### src/rtl/pscan_pkg.sv
// rtl/pscan_pkg.sv - shared types, constants and window-match helper for the pattern scanner
// Purpose: FSM state encoding, pattern width, result offsets, and match4()
//          which counts how many of the four in-byte 5-bit windows equal the pattern.
// Ports:   none (package)
package pscan_pkg;

  typedef enum logic [2:0] {
    S_IDLE,
    S_LDPAT,
    S_SCAN,
    S_WR_B,
    S_WR_O,
    S_WR_S,
    S_DONE
  } state_t;

  localparam int PAT_W   = 5;
  localparam int RES_CTB = 0;
  localparam int RES_CTO = 1;
  localparam int RES_CTS = 2;

  // Windows cur[4:0], cur[5:1], cur[6:2], cur[7:3]; at most 4 hits, so 3 bits.
  function automatic logic [2:0] match4(input logic [7:0] data, input logic [PAT_W-1:0] pat);
    logic [2:0] n;
    n = 3'd0;
    for (int i = 0; i < 4; i++) begin
      if (data[i +: PAT_W] == pat) n = n + 3'd1;
    end
    return n;
  endfunction

endpackage

### src/rtl/window_match.sv
// rtl/window_match.sv - combinational in-byte and byte-crossing 5-bit window matcher
// Purpose: counts pattern hits inside the current byte and across the prev/cur boundary.
// Ports:   prev[7:0]       previous message byte
//          cur[7:0]        current message byte
//          pat[4:0]        search pattern
//          first           1 on message byte 0 (no previous byte exists)
//          inbyte_cnt[2:0] hits among the four windows wholly inside cur
//          any_in          at least one in-byte hit
//          cross_cnt[2:0]  hits among the four windows straddling prev/cur, 0 when first
module window_match
  import pscan_pkg::*;
(
  input  logic [7:0]       prev,
  input  logic [7:0]       cur,
  input  logic [PAT_W-1:0] pat,
  input  logic             first,
  output logic [2:0]       inbyte_cnt,
  output logic             any_in,
  output logic [2:0]       cross_cnt
);

  logic [15:0] w;

  assign w          = {prev, cur};
  assign inbyte_cnt = match4(cur, pat);
  assign any_in     = (inbyte_cnt != 3'd0);

  // Straddling windows are w[8:4] .. w[11:7]: each takes 1..4 bits from prev.
  always_comb begin
    cross_cnt = 3'd0;
    if (!first) begin
      for (int i = 4; i < 8; i++) begin
        if (w[i +: PAT_W] == pat) cross_cnt = cross_cnt + 3'd1;
      end
    end
  end

endmodule

### src/rtl/pattern_scan_unit.sv
// rtl/pattern_scan_unit.sv - data-memory bus master that counts 5-bit pattern matches in a message
// Purpose: on start, loads the pattern, scans STR_LEN message bytes one per cycle and
//          writes three match counts (in-byte total, bytes with a hit, full-string total).
// Ports:   clk             clock
//          reset           synchronous active-high reset
//          start           run request, honoured only in IDLE or DONE
//          done            level acknowledge, high in DONE
//          mem_addr[AW-1:0] data-memory address
//          mem_wen         data-memory write enable
//          mem_wdata[7:0]  data-memory write data
//          mem_rdata[7:0]  combinational read data for mem_addr
module pattern_scan_unit
  import pscan_pkg::*;
#(
  parameter int AW       = 8,
  parameter int STR_BASE = 0,
  parameter int STR_LEN  = 32,
  parameter int PAT_ADDR = 32,
  parameter int RES_ADDR = 33
) (
  input  logic          clk,
  input  logic          reset,
  input  logic          start,
  output logic          done,
  output logic [AW-1:0] mem_addr,
  output logic          mem_wen,
  output logic [7:0]    mem_wdata,
  input  logic [7:0]    mem_rdata
);

  state_t           state, state_nx;
  logic [PAT_W-1:0] pat;
  logic [7:0]       prev, ctb, cto, cts;
  logic [AW-1:0]    idx;
  logic [2:0]       inbyte_cnt, cross_cnt;
  logic             any_in;
  logic             last_byte;

  window_match u_window_match (
    .prev       (prev),
    .cur        (mem_rdata),
    .pat        (pat),
    .first      (idx == '0),
    .inbyte_cnt (inbyte_cnt),
    .any_in     (any_in),
    .cross_cnt  (cross_cnt)
  );

  assign last_byte = (idx == AW'(STR_LEN - 1));

  always_comb begin
    state_nx  = state;
    mem_addr  = '0;
    mem_wen   = 1'b0;
    mem_wdata = 8'd0;
    done      = 1'b0;
    case (state)
      S_IDLE: begin
        if (start) state_nx = S_LDPAT;
      end
      S_LDPAT: begin
        mem_addr = AW'(PAT_ADDR);
        state_nx = S_SCAN;
      end
      S_SCAN: begin
        mem_addr = AW'(STR_BASE) + idx;
        if (last_byte) state_nx = S_WR_B;
      end
      S_WR_B: begin
        mem_addr  = AW'(RES_ADDR + RES_CTB);
        mem_wen   = 1'b1;
        mem_wdata = ctb;
        state_nx  = S_WR_O;
      end
      S_WR_O: begin
        mem_addr  = AW'(RES_ADDR + RES_CTO);
        mem_wen   = 1'b1;
        mem_wdata = cto;
        state_nx  = S_WR_S;
      end
      S_WR_S: begin
        mem_addr  = AW'(RES_ADDR + RES_CTS);
        mem_wen   = 1'b1;
        mem_wdata = cts;
        state_nx  = S_DONE;
      end
      S_DONE: begin
        done = 1'b1;
        if (start) state_nx = S_LDPAT;
      end
      default: state_nx = S_IDLE;
    endcase
  end

  always_ff @(posedge clk) begin
    if (reset) begin
      state <= S_IDLE;
      pat   <= '0;
      prev  <= 8'd0;
      idx   <= '0;
      ctb   <= 8'd0;
      cto   <= 8'd0;
      cts   <= 8'd0;
    end else begin
      state <= state_nx;
      case (state)
        S_LDPAT: begin
          pat  <= mem_rdata[7:3];
          prev <= 8'd0;
          idx  <= '0;
          ctb  <= 8'd0;
          cto  <= 8'd0;
          cts  <= 8'd0;
        end
        S_SCAN: begin
          ctb  <= ctb + {5'd0, inbyte_cnt};
          cto  <= cto + {7'd0, any_in};
          cts  <= cts + {5'd0, inbyte_cnt} + {5'd0, cross_cnt};
          prev <= mem_rdata;
          idx  <= idx + 1'b1;
        end
        default: ;
      endcase
    end
  end

endmodule

### config.mk
export PLATFORM = sky130hd
export DESIGN_NAME = pattern_scan_unit
export DESIGN_NICKNAME = d
export VERILOG_FILES = /design/src/rtl/pscan_pkg.sv /design/src/rtl/window_match.sv /design/src/rtl/pattern_scan_unit.sv
export SDC_FILE = /design/constraint.sdc
export NUM_CORES = 1
export LEC_CHECK = 0
export BUFFER_PORTS_ARGS = -buffer_cell sky130_fd_sc_hd__clkbuf_2
export CAP_MARGIN = 20
export CORE_UTILIZATION = 60
export DETAILED_ROUTE_END_ITERATION = 12
export PLACE_DENSITY = 0.8
export SLEW_MARGIN = 25
export SYNTH_ARGS = -nofsm -noshare
export SYNTH_HDL_FRONTEND = slang
export SYNTH_SLANG_ARGS = --single-unit
### constraint.sdc
create_clock -name clk -period 5.1 [get_ports clk]
set_clock_uncertainty 0.1 [all_clocks]
set_input_delay 1.02 -clock clk [delete_from_list [all_inputs] [get_ports clk]]
set_output_delay 1.02 -clock clk [all_outputs]
set_load 0.02 [all_outputs]
---- After elaboration in Yosys (flattened, before gate mapping) ----
Cells that the tools add are included.
word-level totals
  bits of input ports ..................... 11
  word-level logic and storage cells ...... 66
  register bits after elaboration ......... 44
cells by class
  reduce and logical (&&, ||, !) cells .... 7
  add/sub/neg operators ................... 11
  equal/unequal tests ..................... 17
  muxes and demuxes ....................... 24
operator list
  kind                                                 number
  one-hot mux 8 bit (2 select lines)                   4
  equality test 5 bit                                  8
  one-hot mux 8 bit (5 select lines)                   1
  two-way mux 3 bit                                    12
  adder 8 x 3 -> 8 bit                                 3
  one-hot mux 8 bit (3 select lines)                   1
  one-hot mux 3 bit (6 select lines)                   1
  adder 3 x 1 -> 3 bit, second input constant          5
  equality test 3 bit, second input constant           3
  adder 8 x 1 -> 8 bit                                 1
  adder 8 x 1 -> 8 bit, second input constant          1
  equality test 8 x 5 -> 1 bit, second input constant  1
  logical NOT 8 bit                                    1
  one-hot mux 4 bit (2 select lines)                   1
  equality test 3 x 2 -> 1 bit, second input constant  2
  two-way mux 1 bit                                    4
  equality test 3 x 1 -> 1 bit, second input constant  1
  logical NOT 3 bit                                    1
  nonzero test 3 bit                                   1
  OR reduction 3 bit                                   1
  adder 1 x 1 -> 2 bit, second input constant          1
  != test 2 x 1 -> 1 bit, second input constant        1
  != test 2 bit, second input constant                 1
  AND reduction 2 bit                                  1
  other kinds (2)                                      2

---- Longest topological paths before layout ----
  depth after elaboration ................. 14
  depth in mapped cells ................... 21
  mapped depth without buffers ............ 20

---- Cells and area by module ----
Synthesis repeated with hierarchy kept, for this count alone.
unflattened totals
  cells, all modules ...................... 409
  area, all modules ....................... 3418.3 um^2
by module, submodules not included
  module             seq. area each (um^2)  cells an instance  area an instance (um^2)  times used
  pattern_scan_unit  960.9                  300                2557.5                   1
  window_match       0.0                    109                860.8                    1

---- Least setup slack after synthesis ----
No wires, ideal clock.
  path kind ............................... input to register
  from .................................... input port mem_rdata[4]
  to ...................................... register cts[6]
  buffers on the path ..................... 1
  slack ................................... 565 ps
  cell stages on the path ................. 20
  arrival time ............................ 4369 ps
  setup time .............................. 65 ps
  data required time ...................... 4935 ps
  cell sequence ........................... buf_2 > xor2_1 > nor3_1 > nand3_1 > ha_1 > xnor2_1 > inv_1 > ha_1 > inv_1 > nor2_1 > xnor2_1 > fa_1 > inv_1 > ha_1 > a21o_1 > a21oi_1 > nor2_1 > nand3_1 > mux2_1 > nor2_1
between the ends
  word-level cells in the longest chain between the ends .. 14
  elaborated cells on any way between the ends .. 26
  those cells by class .................... add/sub: 8; eq/ne: 5; mux: 13
ends and longest elaborated chain
  element                                 line                      text
  from (decl)                             pattern_scan_unit.sv:28   input logic [7:0] mem_rdata
  equality test 5 bit                     window_match.sv:33        if (w[i +: PAT_W] == pat) cross_cnt = cross_cnt + 3'd1;
  two-way mux 1 bit                       window_match.sv:33
  two-way mux 3 bit                       window_match.sv:31        if (!first) begin
  adder 3 x 1 -> 3 bit                    window_match.sv:33
  two-way mux 3 bit                       window_match.sv:33
  two-way mux 3 bit                       window_match.sv:31
  adder 3 x 1 -> 3 bit                    window_match.sv:33
  two-way mux 3 bit                       window_match.sv:33
  two-way mux 3 bit                       window_match.sv:31
  adder 3 x 1 -> 3 bit                    window_match.sv:33
  two-way mux 3 bit                       window_match.sv:33
  two-way mux 3 bit                       window_match.sv:31
  adder 8 x 3 -> 8 bit (*)                pattern_scan_unit.sv:118  cts <= cts + {5'd0, inbyte_cnt} + {5'd0, cross_cnt};
  one-hot mux 8 bit (2 select lines) (*)  pattern_scan_unit.sv:106  case (state)
  to (signal assigned)                    pattern_scan_unit.sv:118
  to (decl)                               pattern_scan_unit.sv:33   logic [7:0] prev, ctb, cto, cts;
Mark *: on every way between the ends. The rest lies on a longest branch, timed or not. The select of a mux whose other input is x is not followed.
A chain may end at the register's enable or synchronous reset.

---- Final worst setup path ----
  from .................................... input port mem_rdata[4]
  to ...................................... register cts[7]
Same word-level chain as after synthesis.

==> summary.md <==
| Metric | Value |
|---|---|
| Synth Area in Compound Gates | `0.134` |
| Total Routing Usage GR | `0.269` |
| Status | `complete, no violations` |
| Final wirelength | `6.91 mm` |
| Main combinational cell family by area after synthesis | `simple AND/OR/NAND/NOR gates` |
| Reg2Reg Setup Slack | `0.70 ns` |
| Most common cell in the netlist | `nor2_1` |
| Remaining DRCs | `0` |
| Adder-Cell Fraction of Synth Area | `0.0958` |
| Post-Syn Area | `0.00314 mm²` |
| Clk root buf | `clkbuf_8` |
| Core area | `0.00488 mm²` |
| Worst-margin pin slew | `0.971 ns` |
| Yosys cell types | `44` |
| Unrepaired setup endpoints after global routing | `false` |
| Mapped Avg Cell Area | `7.76 µm²` |
| Post-layout minimum cycle time | `4.68 ns` |
| WP data arrival | `4.75 ns` |
| Hold Violations, Final | `0` |
| Synth Instances | `404` |
| Ranking of synthesized cells by area | `dfxtp_1 28%, xor2_1 7.0%, xnor2_1 6.4%` |
| Final Max Slew Viols | `0` |
| Final layout net count | `442` |
| # Post-CTS Setup Buffers | `0` |
| Resize count post-CTS | `0` |
| Pleak | `1.39 nW` |
| Register bit total from synthesis | `44` |
| Peak Freq | `213 MHz` |
| Crit Path Max Fanout | `6` |
| Initial DRT Pass Iterations | `4` |
| VDD IR max | `230 µV` |
| Maxcap violations | `0` |
| Final core occ | `0.686` |
| Post-route ant nets | `0` |
| Worst-path clk slew | `0.09 ns` |
| Layout cell share with drive strength beyond 1 | `0.107` |
| Sequential fraction of the synthesis area | `0.281` |
| CP required | `5.16 ns` |
| Pwr dens | `228 mW/mm²` |
| Diode count | `0` |
| Yosys warning total | `0` |
| Initial DRC count | `238` |
| Buffers added on ports | `28` |
| # setup viols final | `0` |
| Reg2reg start | `pat[3]$_SDFFE_PP0P_` |
| Synth Area in XOR/XNOR | `0.134` |
| Fin Setup TNS | `0 ns` |
| Clock Latency Late Sink | `0.30 ns` |
| Hold_buf cts | `0` |
| WL/cell | `14.5 µm` |
| Worst Setup Path Type | `input pin to flop` |
| Hold Crit Start | `idx[6]$_SDFFE_PP0P_` |
| Area Overhead vs Synth | `6.82%` |
| Simple-gate share of the synthesized area | `0.232` |
| Die area | `0.00552 mm²` |
| Initial antenna violation count | `0` |
| CP Capture Type | `flop` |
| Setup crit start kind | `input pin` |
| # clock sinks | `44` |
| Number of synthesized flops with an enable pin | `0` |
| Starting density of the core | `0.643` |
| Synth async-reset ratio | `0` |
| Core Rows | `25` |
| Syn_nets | `436` |
| Via count of the first global-routing pass | `2451` |
| Synth top area share | `0.281` |
| Mux cell area share after synthesis | `0.0547` |
| Largest net degree at the start of global routing | `45` |
| Power after layout | `0.764 mW` |
| Hpwl dp | `4.79 mm` |
| H-tree levels | `2` |
| Die width | `74.3 µm` |
| Num CTS Buffers | `5` |
| Die Ht | `74.3 µm` |
| GRT Residual Overflow | `0` |
| Slew HR | `0.353` |
| Number of I/O pins | `29` |
| Worst Hold Class | `flop to flop` |
| Via Count | `2682` |
| Commonest cells post-synth | `50 x nor2_1, 44 x dfxtp_1, 37 x nand2_1, 26 x a21oi_1, 25 x xor2_1` |
| Fillers | `435` |
| Vias/cell | `5.61` |
| First-pass GRT wire length | `11.3 mm` |
| CTS tree | `yes` |
| CP startpoint | `mem_rdata[4]` |
| Final period utilization | `0.919` |
| Worst-case clock buffer depth | `2` |
| Routability congestion estimate | `0.849` |
| Main synth FF type | `dfxtp_1` |
| Area leader, netlist | `dfxtp_1` |
stage by stage:
step           std cells  setup slack [ns]  hold WS (ns)  instance area (µm²)
2_1_floorplan        404             0.565         0.373                 3140
3_3_place_gp         470             0.336         0.395                 3240
3_5_place_dp         470             0.154         0.410                 3240
4_1_cts              478             0.416         0.423                 3350
5_1_grt              478             0.102         0.452                 3350
6_report             478             0.415         0.417                 3350
layout make-up:
class	count	area, µm²	area share
flip-flops and latches	44	881	0.263
inverters	21	78.8	0.0235
clock buffers	5	68.8	0.0205
repair buffers	30	155	0.0463
clock inverters	3	42.5	0.0127
multi-input cells	308	2040	0.609
well taps	67	83.8	0.0250
worst paths after layout:
path | endpoint | cells after the start
max | cts[7]$_SDFFE_PP0P_ | 19
min | idx[6]$_SDFFE_PP0P_ | 2
max reg2reg | cts[7]$_SDFFE_PP0P_ | 18
min reg2reg | idx[6]$_SDFFE_PP0P_ | 2
placed cells by master (no fill, tap or decap), types with 5 or more instances in the layout:
master and instances:
nand2_1 37, o21ai_1 12, a21oi_1 26, xor2_1 25, and2_1 7, nor3_1 12, clkbuf_2 28, a22oi_1 12
inv_1 21, nor2b_1 5, o21ai_0 7, dfxtp_1 44, xnor2_1 23, nor2_1 50, mux2i_1 10, clkbuf_8 5
ha_1 16, nand3_1 17, fa_1 5
kinds of logic after synthesis:
| family | Yosys count |
|---|---|
| adders and majority gates | 21 |
| buffers and inverters | 52 |
| and+or+nand+nor | 152 |
| xor gates and xnor gates | 48 |
| DFF | 44 |
| muxes | 16 |
| AOI/OAI and AO/OA | 71 |
flip-flops by register name, summed over array words and instances, names as in the netlist:
signal  count
pat         5
ctb         8
cto         8
state       3
cts         8
prev        4
idx         8
power breakdown:
group          switching, mW  internal, mW
logic                 0.0748        0.0483
registers             0.0185         0.350
clock network          0.128         0.145
total                  0.221         0.543
worst max-delay path, stage by stage:
cell and delay, ns:
clkbuf_2 0.15, xor2_1 0.18, nor3_1 0.21, nand3_1 0.14, ha_1 0.34, xnor2_1 0.25
inv_1 0.07, ha_1 0.27, mux2i_1 0.41, fa_1 0.50, inv_1 0.07, ha_1 0.20
fa_1 0.24, a21oi_1 0.08, nor2_1 0.08, nand2_1 0.12, o211ai_1 0.19, o31a_1 0.17
nor2_1 0.04
routing by layer:
layer,share of wire,track usage,routed length (µm)
met3,0.038,0.0434,264
met2,0.48,0.435,3320
met5,0,0,0
met1,0.47,0.367,3220
met4,0.016,0.0881,111
Note: power is estimated with default switching activity, not from simulation.
